<file path="config.mk">
export PLATFORM = sky130hd
export DESIGN_NAME = xbar_nxm
export DESIGN_NICKNAME = d
export VERILOG_FILES = /design/src/rtl/xbar_nxm.sv
export SDC_FILE = /design/constraint.sdc
export NUM_CORES = 1
export LEC_CHECK = 0
export BUFFER_PORTS_ARGS = -buffer_cell sky130_fd_sc_hd__buf_2
export CORE_AREA = 2 2 157 159
export DETAILED_ROUTE_END_ITERATION = 8
export DIE_AREA = 0 0 159 161
export SETUP_SLACK_MARGIN = 0.02
export SLEW_MARGIN = 30
export SYNTH_ARGS = -nofsm -noshare
export SYNTH_HDL_FRONTEND = slang
export SYNTH_SLANG_ARGS = --single-unit
export TNS_END_PERCENT = 20
</file>
<file path="constraint.sdc">
create_clock -name clk_i -period 3.79 [get_ports clk_i]
set_input_delay 0.5685 -clock clk_i [delete_from_list [all_inputs] [get_ports clk_i]]
set_output_delay 0.5685 -clock clk_i [all_outputs]
set_load 0.02 [all_outputs]
</file>
<file path="src/rtl/xbar_nxm.sv">
// N-master x M-slave crossbar: per-slave round-robin arbitration, combinational routing,
// and per-slave id FIFOs that steer each in-order read response back to its issuing master.
module xbar_nxm #(
    parameter int N_M     = 2,
    parameter int N_S     = 2,
    parameter int ADDR_W  = 32,
    parameter int DATA_W  = 32,
    parameter int MAX_OUT = 4
) (
    input  logic                  clk_i,
    input  logic                  rst_i,
    input  logic [N_M-1:0]        m_req_i,
    input  logic [N_M*ADDR_W-1:0] m_addr_i,
    input  logic [N_M-1:0]        m_cmd_i,
    input  logic [N_M*DATA_W-1:0] m_wdata_i,
    output logic [N_M-1:0]        m_ack_o,
    output logic [N_M*DATA_W-1:0] m_rdata_o,
    output logic [N_M-1:0]        m_resp_o,
    output logic [N_S-1:0]        s_req_o,
    output logic [N_S*ADDR_W-1:0] s_addr_o,
    output logic [N_S-1:0]        s_cmd_o,
    output logic [N_S*DATA_W-1:0] s_wdata_o,
    input  logic [N_S-1:0]        s_ack_i,
    input  logic [N_S*DATA_W-1:0] s_rdata_i,
    input  logic [N_S-1:0]        s_resp_i,
    output logic                  err_o
);
    localparam int SW = $clog2(N_S);
    localparam int MW = $clog2(N_M);
    localparam int CW = $clog2(MAX_OUT + 1);
    localparam int PW = $clog2(MAX_OUT);

    // Handshake: a transfer happens in any cycle with req=1 and ack=1; the master holds
    // addr/cmd/wdata stable until then. s_resp_i is a one-cycle strobe with no back-pressure.

    logic [SW-1:0]  tgt    [N_M];
    logic [MW-1:0]  ptr    [N_S];
    logic [MW-1:0]  gnt    [N_S];
    logic [N_S-1:0] gnt_v;
    logic [N_M-1:0] cand   [N_S];
    logic [CW-1:0]  m_cnt  [N_M];
    logic [SW-1:0]  m_last [N_M];
    logic [MW-1:0]  f_mem  [N_S][MAX_OUT];
    logic [PW-1:0]  f_wr   [N_S];
    logic [PW-1:0]  f_rd   [N_S];
    logic [CW-1:0]  f_cnt  [N_S];
    logic [MW-1:0]  head   [N_S];
    logic [N_S-1:0] empty;
    logic [N_S-1:0] pop;
    logic [N_S-1:0] push;
    logic [N_S-1:0] xfer;
    logic [N_M-1:0] resp;
    logic [N_M-1:0] rd_done;

    always_comb begin
        for (int k = 0; k < N_M; k++) begin
            tgt[k] = m_addr_i[k*ADDR_W + ADDR_W - 1 -: SW];
        end
    end

    always_comb begin
        resp      = '0;
        m_rdata_o = '0;
        for (int s = 0; s < N_S; s++) begin
            empty[s] = (f_cnt[s] == '0);
            pop[s]   = s_resp_i[s] && !empty[s] && !rst_i;
            head[s]  = f_mem[s][f_rd[s]];
            if (pop[s]) begin
                resp[head[s]] = 1'b1;
                m_rdata_o[int'(head[s])*DATA_W +: DATA_W] = s_rdata_i[s*DATA_W +: DATA_W];
            end
        end
    end

    assign m_resp_o = resp;

    // A pop in the same cycle frees the slot, so a full count or FIFO does not block the read.
    always_comb begin
        logic ok;
        ok = 1'b0;
        for (int s = 0; s < N_S; s++) begin
            cand[s] = '0;
            for (int k = 0; k < N_M; k++) begin
                ok = (m_cnt[k] == '0) || (m_last[k] == SW'(s));
                if (!m_cmd_i[k]) begin
                    ok = ok && ((m_cnt[k] < CW'(MAX_OUT)) || resp[k])
                            && ((f_cnt[s] < CW'(MAX_OUT)) || pop[s]);
                end
                cand[s][k] = m_req_i[k] && (tgt[k] == SW'(s)) && ok;
            end
        end
    end

    always_comb begin
        int j;
        j = 0;
        for (int s = 0; s < N_S; s++) begin
            gnt_v[s] = 1'b0;
            gnt[s]   = '0;
            for (int i = 0; i < N_M; i++) begin
                j = int'(ptr[s]) + i;
                if (j >= N_M) j = j - N_M;
                if (!gnt_v[s] && cand[s][j]) begin
                    gnt_v[s] = 1'b1;
                    gnt[s]   = MW'(j);
                end
            end
        end
    end

    always_comb begin
        s_req_o   = '0;
        s_addr_o  = '0;
        s_cmd_o   = '0;
        s_wdata_o = '0;
        m_ack_o   = '0;
        xfer      = '0;
        push      = '0;
        for (int s = 0; s < N_S; s++) begin
            s_req_o[s] = gnt_v[s] && !rst_i;
            s_addr_o[s*ADDR_W +: ADDR_W]  = m_addr_i[int'(gnt[s])*ADDR_W +: ADDR_W];
            s_cmd_o[s]                    = m_cmd_i[gnt[s]];
            s_wdata_o[s*DATA_W +: DATA_W] = m_wdata_i[int'(gnt[s])*DATA_W +: DATA_W];
            xfer[s] = s_req_o[s] && s_ack_i[s];
            push[s] = xfer[s] && !m_cmd_i[gnt[s]];
            if (xfer[s]) m_ack_o[gnt[s]] = 1'b1;
        end
        rd_done = m_ack_o & ~m_cmd_i;
    end

    always_ff @(posedge clk_i) begin
        if (rst_i) begin
            for (int s = 0; s < N_S; s++) begin
                ptr[s]   <= '0;
                f_wr[s]  <= '0;
                f_rd[s]  <= '0;
                f_cnt[s] <= '0;
            end
            for (int k = 0; k < N_M; k++) begin
                m_cnt[k]  <= '0;
                m_last[k] <= '0;
            end
            err_o <= 1'b0;
        end else begin
            for (int s = 0; s < N_S; s++) begin
                if (xfer[s]) ptr[s] <= (int'(gnt[s]) == N_M - 1) ? '0 : gnt[s] + 1'b1;
                if (push[s]) f_wr[s] <= f_wr[s] + 1'b1;
                if (pop[s])  f_rd[s] <= f_rd[s] + 1'b1;
                f_cnt[s] <= f_cnt[s] + CW'(push[s]) - CW'(pop[s]);
            end
            for (int k = 0; k < N_M; k++) begin
                if (rd_done[k]) m_last[k] <= tgt[k];
                m_cnt[k] <= m_cnt[k] + CW'(rd_done[k]) - CW'(resp[k]);
            end
            err_o <= |(s_resp_i & empty);
        end
    end

    always_ff @(posedge clk_i) begin
        for (int s = 0; s < N_S; s++) begin
            if (push[s]) f_mem[s][f_wr[s]] <= gnt[s];
        end
    end
endmodule

</file>
==> results_dict.tcl <==
set metrics [dict create \
    status "finished, final reports clean" \
    synth_cells 706 \
    track_usage_pct 18.5 \
    routed_wl_um 25300 \
    num_rows 57 \
    synth_edf_count 20 \
    num-nets-final 1312 \
    fin_skew_ns 0.00611 \
    netlist_area_um2 4550 \
    synth-seq-cells 33 \
    critical_path_required_ns 3.22 \
    synth.distinct_cells 46 \
    coreArea_um2 24000 \
    period_share_pct 95.9 \
    critPathBufInv 3 \
    finalMaxSlewViolations 0 \
    setup_viol 0 \
    slowest_delay_ns 0.59 \
    crit_slowest_cell "mux4_2" \
    most-common-layout-cells "buf_2 (402), nand2_1 (324), a21oi_1 (67), mux2_2 (63), inv_1 (39)" \
    die_y_um 161 \
    path_cells "mux4_2 -> nor3b_4 -> nor3_2 -> nand3b_1 -> buf_4 -> buf_12 -> mux2_2 -> buf_2" \
    hold_path_end "f_cnt[0][0]" \
    tritoncts "yes" \
    cts_buffers 5 \
    cp-end-kind "output port" \
    instances_no_fill 1421 \
    antenna_left 0 \
    min_path_type "in -> reg" \
    clock_latency_ns 0.28 \
    ios 403 \
    path_class "reg -> out" \
    path_delay_family "multiplexers" \
    antenna_found_initial 24 \
    fmax_mhz 275 \
    grt_overflow 0 \
    dr.pass1.iters 6 \
    cts_sinks 33 \
    synth_top_area_share_pct 26.7 \
    path_clk_slew_ns 0.06 \
    gp_congestion 0.903 \
    tns_ns 0 \
    hold_viol_final 0 \
    start_util_pct 19.0 \
    drive_above_1_share_pct 46.8 \
    dp_slack_ns 0.324 \
    layout_setup_ws_ns 0.155 \
    grt_max_degree 41 \
    p_leak_uw 0.00398 \
    first_global_vias 6058 \
    synth_top_area_cell "nand2_1" \
    place_inst 1405 \
    drt_iter0_drc 505 \
    synth_ff_type "edfxtp_1" \
    drc 0 \
    syn2layout_area_growth_pct 56.8 \
    root_buffer "clkbuf_16" \
    synth_nets 928 \
    htree_levels 2 \
    vias 6380 \
    postCtsHoldBufs 0 \
    routedWlPerCell_um 17.8 \
    rr_worst_depth 12 \
    cp_max_fo 39 \
    chipWidth_um 159 \
    vias_per_cell 4.49 \
    hpwl_um 21300 \
    grt_pass1_wl_um 36700 \
    vdd_drop_max_mv 0.220 \
    async_flop_share_pct 0 \
    final_common_cell "buf_2" \
    regToRegSetupSlack_ns 0.48 \
    holdWs_ns 0.588 \
    min_from "rst_i" \
    yosysSeqAreaShare_pct 18.9 \
    setup.worst_path.start_class "register" \
    fin_crit_ns 3.64 \
    regToRegStartpoint "f_rd[0][2]" \
    holdPathStages 2 \
    clockBufferDepth 2 \
    ys_warn_count 0 \
    crit_arrival_ns 3.07 \
    powerDensity_nw_per_um2 459 \
    drv_cap 0 \
    synth_area_per_cell_um2 6.44 \
    rsz0062_at_grt "yes" \
    rr_endpoint "f_cnt[0][5]" \
    port_buffers 402 \
    die-area_um2 25600 \
    synth_area_leaders "nand2_1 (27%), mux2_2 (16%), edfxtp_1 (13%)" \
    max-slew-margin-rel_pct 60.7 \
    tightest_slew_ns 0.587 \
]
-- cells in the mapped netlist, types with 6 or more instances --
cell type and number:
dfxtp_1 13, edfxtp_1 20, xnor2_1 8, nand2_1 324, buf_4 12, nor2b_1 7
a21oi_1 67, nor3_1 6, nor2_1 30, mux2_2 63, clkbuf_1 22, buf_2 12
nand2b_1 8, inv_1 39, ha_1 16
-- logic make-up after synthesis --
family	synth area share, %
AO/OA/AOI/OAI	13.0
adder cells (fa/ha/maj)	6.16
XOR/XNOR	1.93
multiplexers	16.6
flip-flops	18.9
buffers and inverters	8.50
AND/OR/NAND/NOR	34.9
-- stage by stage --
step,cell area [µm²],power [µW],utilization [%]
global placement,6930,2780,28.9
CTS,7100,3290,29.6
finish,7130,3280,29.8
detailed placement,6930,2800,28.9
floorplan,4550,2000,-
global route,7130,3500,29.7
-- where the power goes --
group / leakage, µW / internal, µW / switching, µW / total, µW
Clock: 0.0000801 / 311 / 165 / 476
Combinational: 0.00360 / 838 / 1430 / 2270
Sequential: 0.000305 / 466 / 66.5 / 532
Total: 0.00398 / 1620 / 1660 / 3280
-- timing repair --
| item | 4_1_cts | 5_1_grt |
|---|---|---|
| setup buffers | 0 | 2 |
| setup endpoints to repair | 0 | 40 |
| gates resized for setup | 0 | 1 |
-- area by class of cell --
type                       count  area (µm²)
antenna                        6        15.0
clock buffer                   5         125
clock inverter                 3        46.3
fill                        2695       16800
inverter                      41         154
multi-input combinational    586        3310
sequential                    33         861
tap                          324         405
timing repair buffer         423        2210
-- per-layer routing --
layer	up-vias	routed length, µm	global-route usage (%)
li1	3064	-	-
met1	2884	8890	19.2
met2	337	12600	33.8
met3	69	2900	8.01
met4	26	740	5.70
met5	-	179	0
-- state kept, by name (all words and copies together), names as in the netlist --
register,flops
f_mem,8
m_cnt,6
ptr,2
f_wr,4
f_cnt,6
m_last,2
f_rd,4
err_o,1
-- worst reg2reg max path, delay by kind of cell, from the launching register on --
family | cells | cell delay (ns)
AND/OR/NAND/NOR | 4 | 0.83
multiplexers | 1 | 0.59
adder cells (fa/ha/maj) | 2 | 0.57
flip-flops | 1 | 0.41
buffers and inverters | 3 | 0.35
AO/OA/AOI/OAI | 1 | 0.28
XOR/XNOR | 1 | 0.16
-- worst max path at each step --
stage	from	end	slack [ns]	depth (start not counted)
5_1_grt	f_rd[0][2]	s_wdata_o[34]	0.01	8
6_report	f_rd[0][2]	s_wdata_o[34]	0.15	8
3_5_place_dp	rst_i	m_cnt[0][5]	0.32	13
3_3_place_gp	rst_i	s_addr_o[7]	0.34	10
4_1_cts	f_rd[0][2]	s_wdata_o[34]	0.04	7
2_1_floorplan	rst_i	f_cnt[0][2]	0.53	13
(Power assumes the default switching activity.)
